==> src/rtl/alu_uart_intf.sv <==
// Byte-serial ALU core sitting between a UART receiver and transmitter.
// Collects A, B, opcode; returns one result byte with a start strobe.
module alu_uart_intf #(
  parameter int SIZEDATA   = 8,
  parameter int SIZEOP     = 6,
  parameter int CLK_FREQ   = 5000000,
  parameter int BAUD_RATE  = 9600,
  parameter int OVERSAMPLE = 16
) (
  input  logic                i_clock,
  input  logic                i_reset,
  input  logic                i_rx_done,
  input  logic [SIZEDATA-1:0] i_rx_data,
  output logic                o_tick,
  output logic [SIZEDATA-1:0] o_alu_datoa,
  output logic [SIZEDATA-1:0] o_alu_datob,
  output logic [SIZEDATA-1:0] o_alu_opcode,
  output logic [SIZEDATA-1:0] o_tx_result,
  output logic                o_tx_signal
);

  localparam int DIV = CLK_FREQ / (BAUD_RATE * OVERSAMPLE);
  localparam int CW  = (DIV > 1) ? $clog2(DIV) : 1;

  localparam logic [SIZEOP-1:0] OP_ADD = SIZEOP'(8'h20);
  localparam logic [SIZEOP-1:0] OP_SUB = SIZEOP'(8'h22);
  localparam logic [SIZEOP-1:0] OP_AND = SIZEOP'(8'h24);
  localparam logic [SIZEOP-1:0] OP_OR  = SIZEOP'(8'h25);
  localparam logic [SIZEOP-1:0] OP_XOR = SIZEOP'(8'h26);
  localparam logic [SIZEOP-1:0] OP_NOR = SIZEOP'(8'h27);
  localparam logic [SIZEOP-1:0] OP_SRA = SIZEOP'(8'h03);
  localparam logic [SIZEOP-1:0] OP_SRL = SIZEOP'(8'h02);

  typedef enum logic [1:0] {
    GET_A,
    GET_B,
    GET_OP,
    EXEC
  } state_t;

  state_t              state;
  state_t              state_nxt;
  logic [CW-1:0]       cnt;
  logic                rx_prev;
  logic                accept;
  logic [SIZEOP-1:0]   op;
  logic [SIZEDATA-1:0] alu_res;

  always_ff @(posedge i_clock or negedge i_reset) begin
    if (!i_reset) begin
      cnt    <= '0;
      o_tick <= 1'b0;
    end else if (cnt == CW'(DIV - 1)) begin
      cnt    <= '0;
      o_tick <= 1'b1;
    end else begin
      cnt    <= cnt + 1'b1;
      o_tick <= 1'b0;
    end
  end

  // A level-held rx_done must count as a single byte.
  assign accept = i_rx_done & ~rx_prev;

  always_ff @(posedge i_clock or negedge i_reset) begin
    if (!i_reset) rx_prev <= 1'b0;
    else          rx_prev <= i_rx_done;
  end

  assign op = o_alu_opcode[SIZEOP-1:0];

  always_comb begin
    alu_res = '0;
    case (op)
      OP_ADD:  alu_res = o_alu_datoa + o_alu_datob;
      OP_SUB:  alu_res = o_alu_datoa - o_alu_datob;
      OP_AND:  alu_res = o_alu_datoa & o_alu_datob;
      OP_OR:   alu_res = o_alu_datoa | o_alu_datob;
      OP_XOR:  alu_res = o_alu_datoa ^ o_alu_datob;
      OP_NOR:  alu_res = ~(o_alu_datoa | o_alu_datob);
      OP_SRA:  alu_res = SIZEDATA'($signed(o_alu_datoa) >>> o_alu_datob);
      OP_SRL:  alu_res = o_alu_datoa >> o_alu_datob;
      default: alu_res = '0;
    endcase
  end

  always_comb begin
    state_nxt = state;
    case (state)
      GET_A:   if (accept) state_nxt = GET_B;
      GET_B:   if (accept) state_nxt = GET_OP;
      GET_OP:  if (accept) state_nxt = EXEC;
      EXEC:    state_nxt = GET_A;
      default: state_nxt = GET_A;
    endcase
  end

  always_ff @(posedge i_clock or negedge i_reset) begin
    if (!i_reset) begin
      state        <= GET_A;
      o_alu_datoa  <= '0;
      o_alu_datob  <= '0;
      o_alu_opcode <= '0;
      o_tx_result  <= '0;
      o_tx_signal  <= 1'b0;
    end else begin
      state       <= state_nxt;
      o_tx_signal <= (state == EXEC);
      if (state == GET_A && accept)
        o_alu_datoa <= i_rx_data;
      if (state == GET_B && accept)
        o_alu_datob <= i_rx_data;
      if (state == GET_OP && accept)
        o_alu_opcode <= {{(SIZEDATA-SIZEOP){1'b0}},
                         i_rx_data[SIZEOP-1:0]};
      if (state == EXEC)
        o_tx_result <= alu_res;
    end
  end

endmodule

==> config.mk <==
export PLATFORM = sky130hd
export DESIGN_NAME = alu_uart_intf
export DESIGN_NICKNAME = d
export VERILOG_FILES = /design/src/rtl/alu_uart_intf.sv
export SDC_FILE = /design/constraint.sdc
export NUM_CORES = 1
export LEC_CHECK = 0
export BUFFER_PORTS_ARGS = -buffer_cell sky130_fd_sc_hd__buf_2
export CAP_MARGIN = 20
export CORE_MARGIN = 4
export CORE_UTILIZATION = 30
export CTS_BUF_LIST = sky130_fd_sc_hd__clkbuf_16
export DETAILED_ROUTE_END_ITERATION = 16
export HOLD_SLACK_MARGIN = 0.15
export PLACE_DENSITY = 0.57
export SETUP_SLACK_MARGIN = 0.2
export SKIP_LAST_GASP = 1
export SYNTH_ARGS = -nofsm -noshare
export SYNTH_HDL_FRONTEND = slang
export SYNTH_SLANG_ARGS = --single-unit
==> constraint.sdc <==
create_clock -name i_clock -period 2.8 [get_ports i_clock]
set_input_delay 0.28 -clock i_clock [delete_from_list [all_inputs] [get_ports i_clock]]
set_output_delay 0.28 -clock i_clock [all_outputs]
set_load 0.01 [all_outputs]
## After elaboration in Yosys (flattened, before gate mapping)

Cells that the tools add are included.
Widths: inputs -> output; s select.

- Add/subtract/negate cells: 3
- Equality and inequality tests: 15
- Shifts and indexed selects: 2
- Multiplexer cells: 7
- Bitwise gates (word level): 6
- Reduce and logical (&&, ||, !) cells: 5

Operators by type and width:

| cell | count |
|---|---|
| $pmux 8 s8 | 1 |
| $eq 6x6->1 const B | 6 |
| $eq 6x2->1 const B | 2 |
| $add 8x8->8 | 1 |
| $and 8x8->8 | 1 |
| $not 8->8 | 1 |
| $or 8x8->8 | 1 |
| $pmux 2 s4 | 1 |
| $shr 8x8->8 | 1 |
| $sshr 8x8->8 | 1 |
| $sub 8x8->8 | 1 |
| $xor 8x8->8 | 1 |
| $mux 2 | 3 |
| $ne 2x2->1 const B | 3 |
| $add 5x1->5 const B | 1 |
| $eq 5x5->1 const B | 1 |
| $mux 5 | 1 |
| $eq 2x2->1 const B | 2 |
| $logic_and 1x1->1 | 3 |
| $reduce_and 3->1 | 1 |
| $eq 2x1->1 const B | 1 |
| $logic_not 2->1 | 1 |
| $and 1x1->1 | 1 |
| $mux 1 | 1 |
| $not 1->1 | 1 |

- Bits in registers: 40
- Input port bits: 11
- Output and inout bits: 34

## Longest topological paths before layout

- Depth after elaboration: 4
- Mapped depth: 12
- Depth with buffers taken out: 12

## Worst setup path after synthesis

Ideal clock, no wire load.

- Kind: register -> register
- Start point: register o_alu_opcode[3]
- End point: register o_tx_result[5]
- Setup time: 0.126 ns
- Arrival time: 2.447 ns
- Data required time: 2.674 ns
- Setup slack: 0.227 ns
- Cell stages (with the launch flop): 12
- Path buffers: 0
- Period minus slack after synthesis: 2.573 ns
- Cell sequence: dfrtp_1 > nor3_1 > nand2_1 > nor2_1 > mux2i_1 > ha_1 > nor2b_1 > o2111ai_1 > nand3b_1 > xor2_1 > a221oi_1 > nor2_1

- Word-level cells in the longest chain between the ends: 2

RTL lines:

| what | line | RTL |
|---|---|---|
| from (decl) | 17 | `output logic [SIZEDATA-1:0] o_alu_opcode,` |
| from (signal assigned) | 114 | `o_alu_opcode <= {{(SIZEDATA-SIZEOP){1'b0}},` |
| $eq 6x2->1 or $eq 6x6->1 (tied branches) | 74 | `case (op)` |
| $pmux 8 s8 * | 74 |  |
| to (signal assigned) | 117 | `o_tx_result <= alu_res;` |
| to (decl) | 18 | `output logic [SIZEDATA-1:0] o_tx_result,` |

Every way passes the cells marked *; elsewhere a longest branch is shown, timed or not.
A chain may end at the register's enable or synchronous reset.

## Worst setup path after layout

- Start point: register o_alu_opcode[4]
- End point: register o_tx_result[5]

Same word-level chain as after synthesis.

==> flow_summary.json <==
{
  "status": "complete, no violations",
  "startpoint_type": "flop",
  "async_flop_share": 1.000,
  "synth_top_area_frac": 0.3204,
  "worst_setup_path_end_kind": "flop",
  "fillers": 1027,
  "grt_pass1_vias": 2782,
  "critPathKind": "flop to flop",
  "syn_avg_cell_area_sq_um": 9.326,
  "relSlewSlack": 0.3984,
  "diodes": 0,
  "grt_use_met3": 0.02970,
  "postPlaceCellArea_sq_um": 3566,
  "met1_usage": 0.2067,
  "clk_pin_slew_worst_paths_ns": 0.06,
  "fin_tns_setup_ns": 0,
  "fmax_ghz": 0.4068,
  "syn_inst": 335,
  "power_density_nw_per_um2": 1380,
  "crit_required_ns": 2.97,
  "drtIter0Drc": 191,
  "drive_gt1_frac": 0.2769,
  "hp-class": "primary input to asynchronous set/reset pin",
  "wl_per_cell_um": 16.88,
  "synth_area_sq_um": 3124,
  "clock_latency_ns": 0.28,
  "cts_tree": "done",
  "hold_slack_ns": 0.1244,
  "irDropWorstVdd_v": 0.0005960,
  "yosys_warnings": 0,
  "grt_overflow_total": 0,
  "hold_viol": 0,
  "dr.pass1.iters": 4,
  "ys_seq_elements": 40,
  "cts_made_buffers": 5,
  "die_area_sq_um": 12110,
  "ys_seq_area_frac": 0.3204,
  "coreArea_sq_um": 9955,
  "dp_hpwl_um": 6624,
  "ys.flop_type": "dfrtp_1",
  "ios": 45,
  "clockRootBuffer": "clkbuf_16",
  "grt_max_degree": 41,
  "synth.area.top_cells": "dfrtp_1 32%, ha_1 12%, mux2_2 9.0%",
  "yosysTopAreaCell": "dfrtp_1",
  "fp.dieH_um": 110.1,
  "crit_fanout": 4,
  "ys_types": 51,
  "gp_congestion": 0.9094,
  "antenna_found_initial": 0,
  "dpl.cell_count": 513,
  "cts_max_level": 2,
  "drcViolationCount": 0,
  "fin_util": 0.3788,
  "final_common_cell": "buf_2",
  "wirelength_um": 8829,
  "grtUsageMet2": 0.2452,
  "busiest_layer": "met2",
  "grt_pass1_wl_um": 14330,
  "fin_crit_sh": 0.8779,
  "port_buffers": 42,
  "worstMarginPinSlew_ns": 0.9024,
  "final_area_sq_um": 3771,
  "clock_skew_ns": 0.002160,
  "min_period_ns": 2.458,
  "clock_path_buffers": 2,
  "nets": 432,
  "areaGrowthSynthToFinish_pct": 20.70,
  "pre_cts_ws_ns": 0.09881,
  "start_util": 0.3139,
  "die_w_um": 110.1,
  "ff2ff_path_depth": 13,
  "drv_slew": 0,
  "rsz0062_at_grt": "yes",
  "cts.sinks": 40,
  "synth_edf_count": 0,
  "leakagePower_nw": 1.765,
  "final_cell_mix": "42 x buf_2, 40 x dfrtp_1, 32 x nand2_1",
  "drtAntennaViolNets": 0,
  "track_usage": 0.1532,
  "worstPathArrival_ns": 2.63,
  "p_total_mw": 5.203,
  "setup_ws_ns": 0.3419,
  "via_count": 2772,
  "stdcell_count": 523,
  "viasPerCell": 5.300,
  "setup_viol": 0,
  "rows": 36,
  "drv_cap": 0
}
synthesized netlist by cell type, types with 3 or more instances:
cell type   n
o21ai_0    11
clkbuf_1    9
a21oi_1    23
nor2b_1     4
nand3_1    11
clkinv_1    3
dfrtp_1    40
buf_4       3
buf_2       5
nor2_1     15
nand2_1    33
xor2_1      8
a221oi_1    3
and3_1      6
inv_1      20
xnor2_1    15
ha_1       30
mux2i_1    17
o211ai_1    4
nor4_2      3
mux2_2     25
nor3_1      4
a31oi_1     9
sequential cells by signal, indices dropped and copies added, names as in the netlist:
| register | cells |
|---|---|
| o_tx_signal | 1 |
| o_tick | 1 |
| o_tx_result | 8 |
| o_alu_datob | 8 |
| cnt | 5 |
| o_alu_opcode | 6 |
| state | 2 |
| o_alu_datoa | 8 |
| rx_prev | 1 |
final cells by class:
cell class / count / area, sq um / area share
clock buffers: 5 / 125.1 / 0.03318
flip-flops and latches: 40 / 1001 / 0.2654
inverters: 23 / 86.33 / 0.02289
repair buffers: 64 / 381.6 / 0.1012
well taps: 133 / 166.4 / 0.04413
multi-input cells: 256 / 2002 / 0.5309
clock inverters: 2 / 8.758 / 0.002322
kinds of logic after synthesis:
logic type / Yosys count / synth area share
compound gates: 70 / 0.1446
xor+xnor: 23 / 0.06448
fa+ha+maj: 31 / 0.1266
buf+inv: 40 / 0.05366
flops: 40 / 0.3204
mux: 42 / 0.1446
other cells: 1 / 0.001200
simple gates: 88 / 0.1446
final timing paths:
| path | start | to | slack (ns) |
|---|---|---|---|
| setup / recovery | o_alu_opcode[4]$_DFFE_PN0P_ | o_tx_result[5]$_DFFE_PN0P_ | 0.34 |
| hold / removal | i_reset | cnt[3]$_DFF_PN0_ | 0.12 |
| setup reg to reg | o_alu_opcode[4]$_DFFE_PN0P_ | o_tx_result[5]$_DFFE_PN0P_ | 0.34 |
| hold reg to reg | cnt[0]$_DFF_PN0_ | cnt[0]$_DFF_PN0_ | 0.48 |
| max in group asynchronous | i_reset | o_alu_datoa[2]$_DFFE_PN0P_ | 2.10 |
| min in group i_clock | i_rx_data[6] | o_alu_datoa[6]$_DFFE_PN0P_ | 0.24 |
power by group:
group / internal, mW / total [mW] / switching (mW)
clock network: 0.320 / 0.540 / 0.220
registers: 0.811 / 1.12 / 0.312
logic: 1.56 / 3.54 / 1.98
total: 2.69 / 5.20 / 2.51
routing by layer:
metal | vias up | share of wire
li1 | 1303 | -
met1 | 1349 | 0.46
met2 | 99 | 0.47
met3 | 21 | 0.052
met4 | 0 | 0.021
met5 | - | 0
worst max-delay path: stages, from the launching register on:
cell      delay (ns)
dfrtp_1         0.38
nor3_2          0.22
nand2_2         0.10
nor2_4          0.17
buf_6           0.12
a21oi_1         0.04
xnor2_1         0.14
ha_1            0.31
and3_1          0.18
a21oi_4         0.12
nand3b_1        0.10
xor2_1          0.16
a221oi_2        0.23
nor2_1          0.06
what timing repair did:
action                     CTS  global route
hold endpoints to repair     1             0
hold buffers                 1             0
resized for setup            2             8
setup endpoints to repair    4             4
setup buffers                0             2
pin swaps                    0             5
No activity file was read; power rests on OpenSTA's default activity.
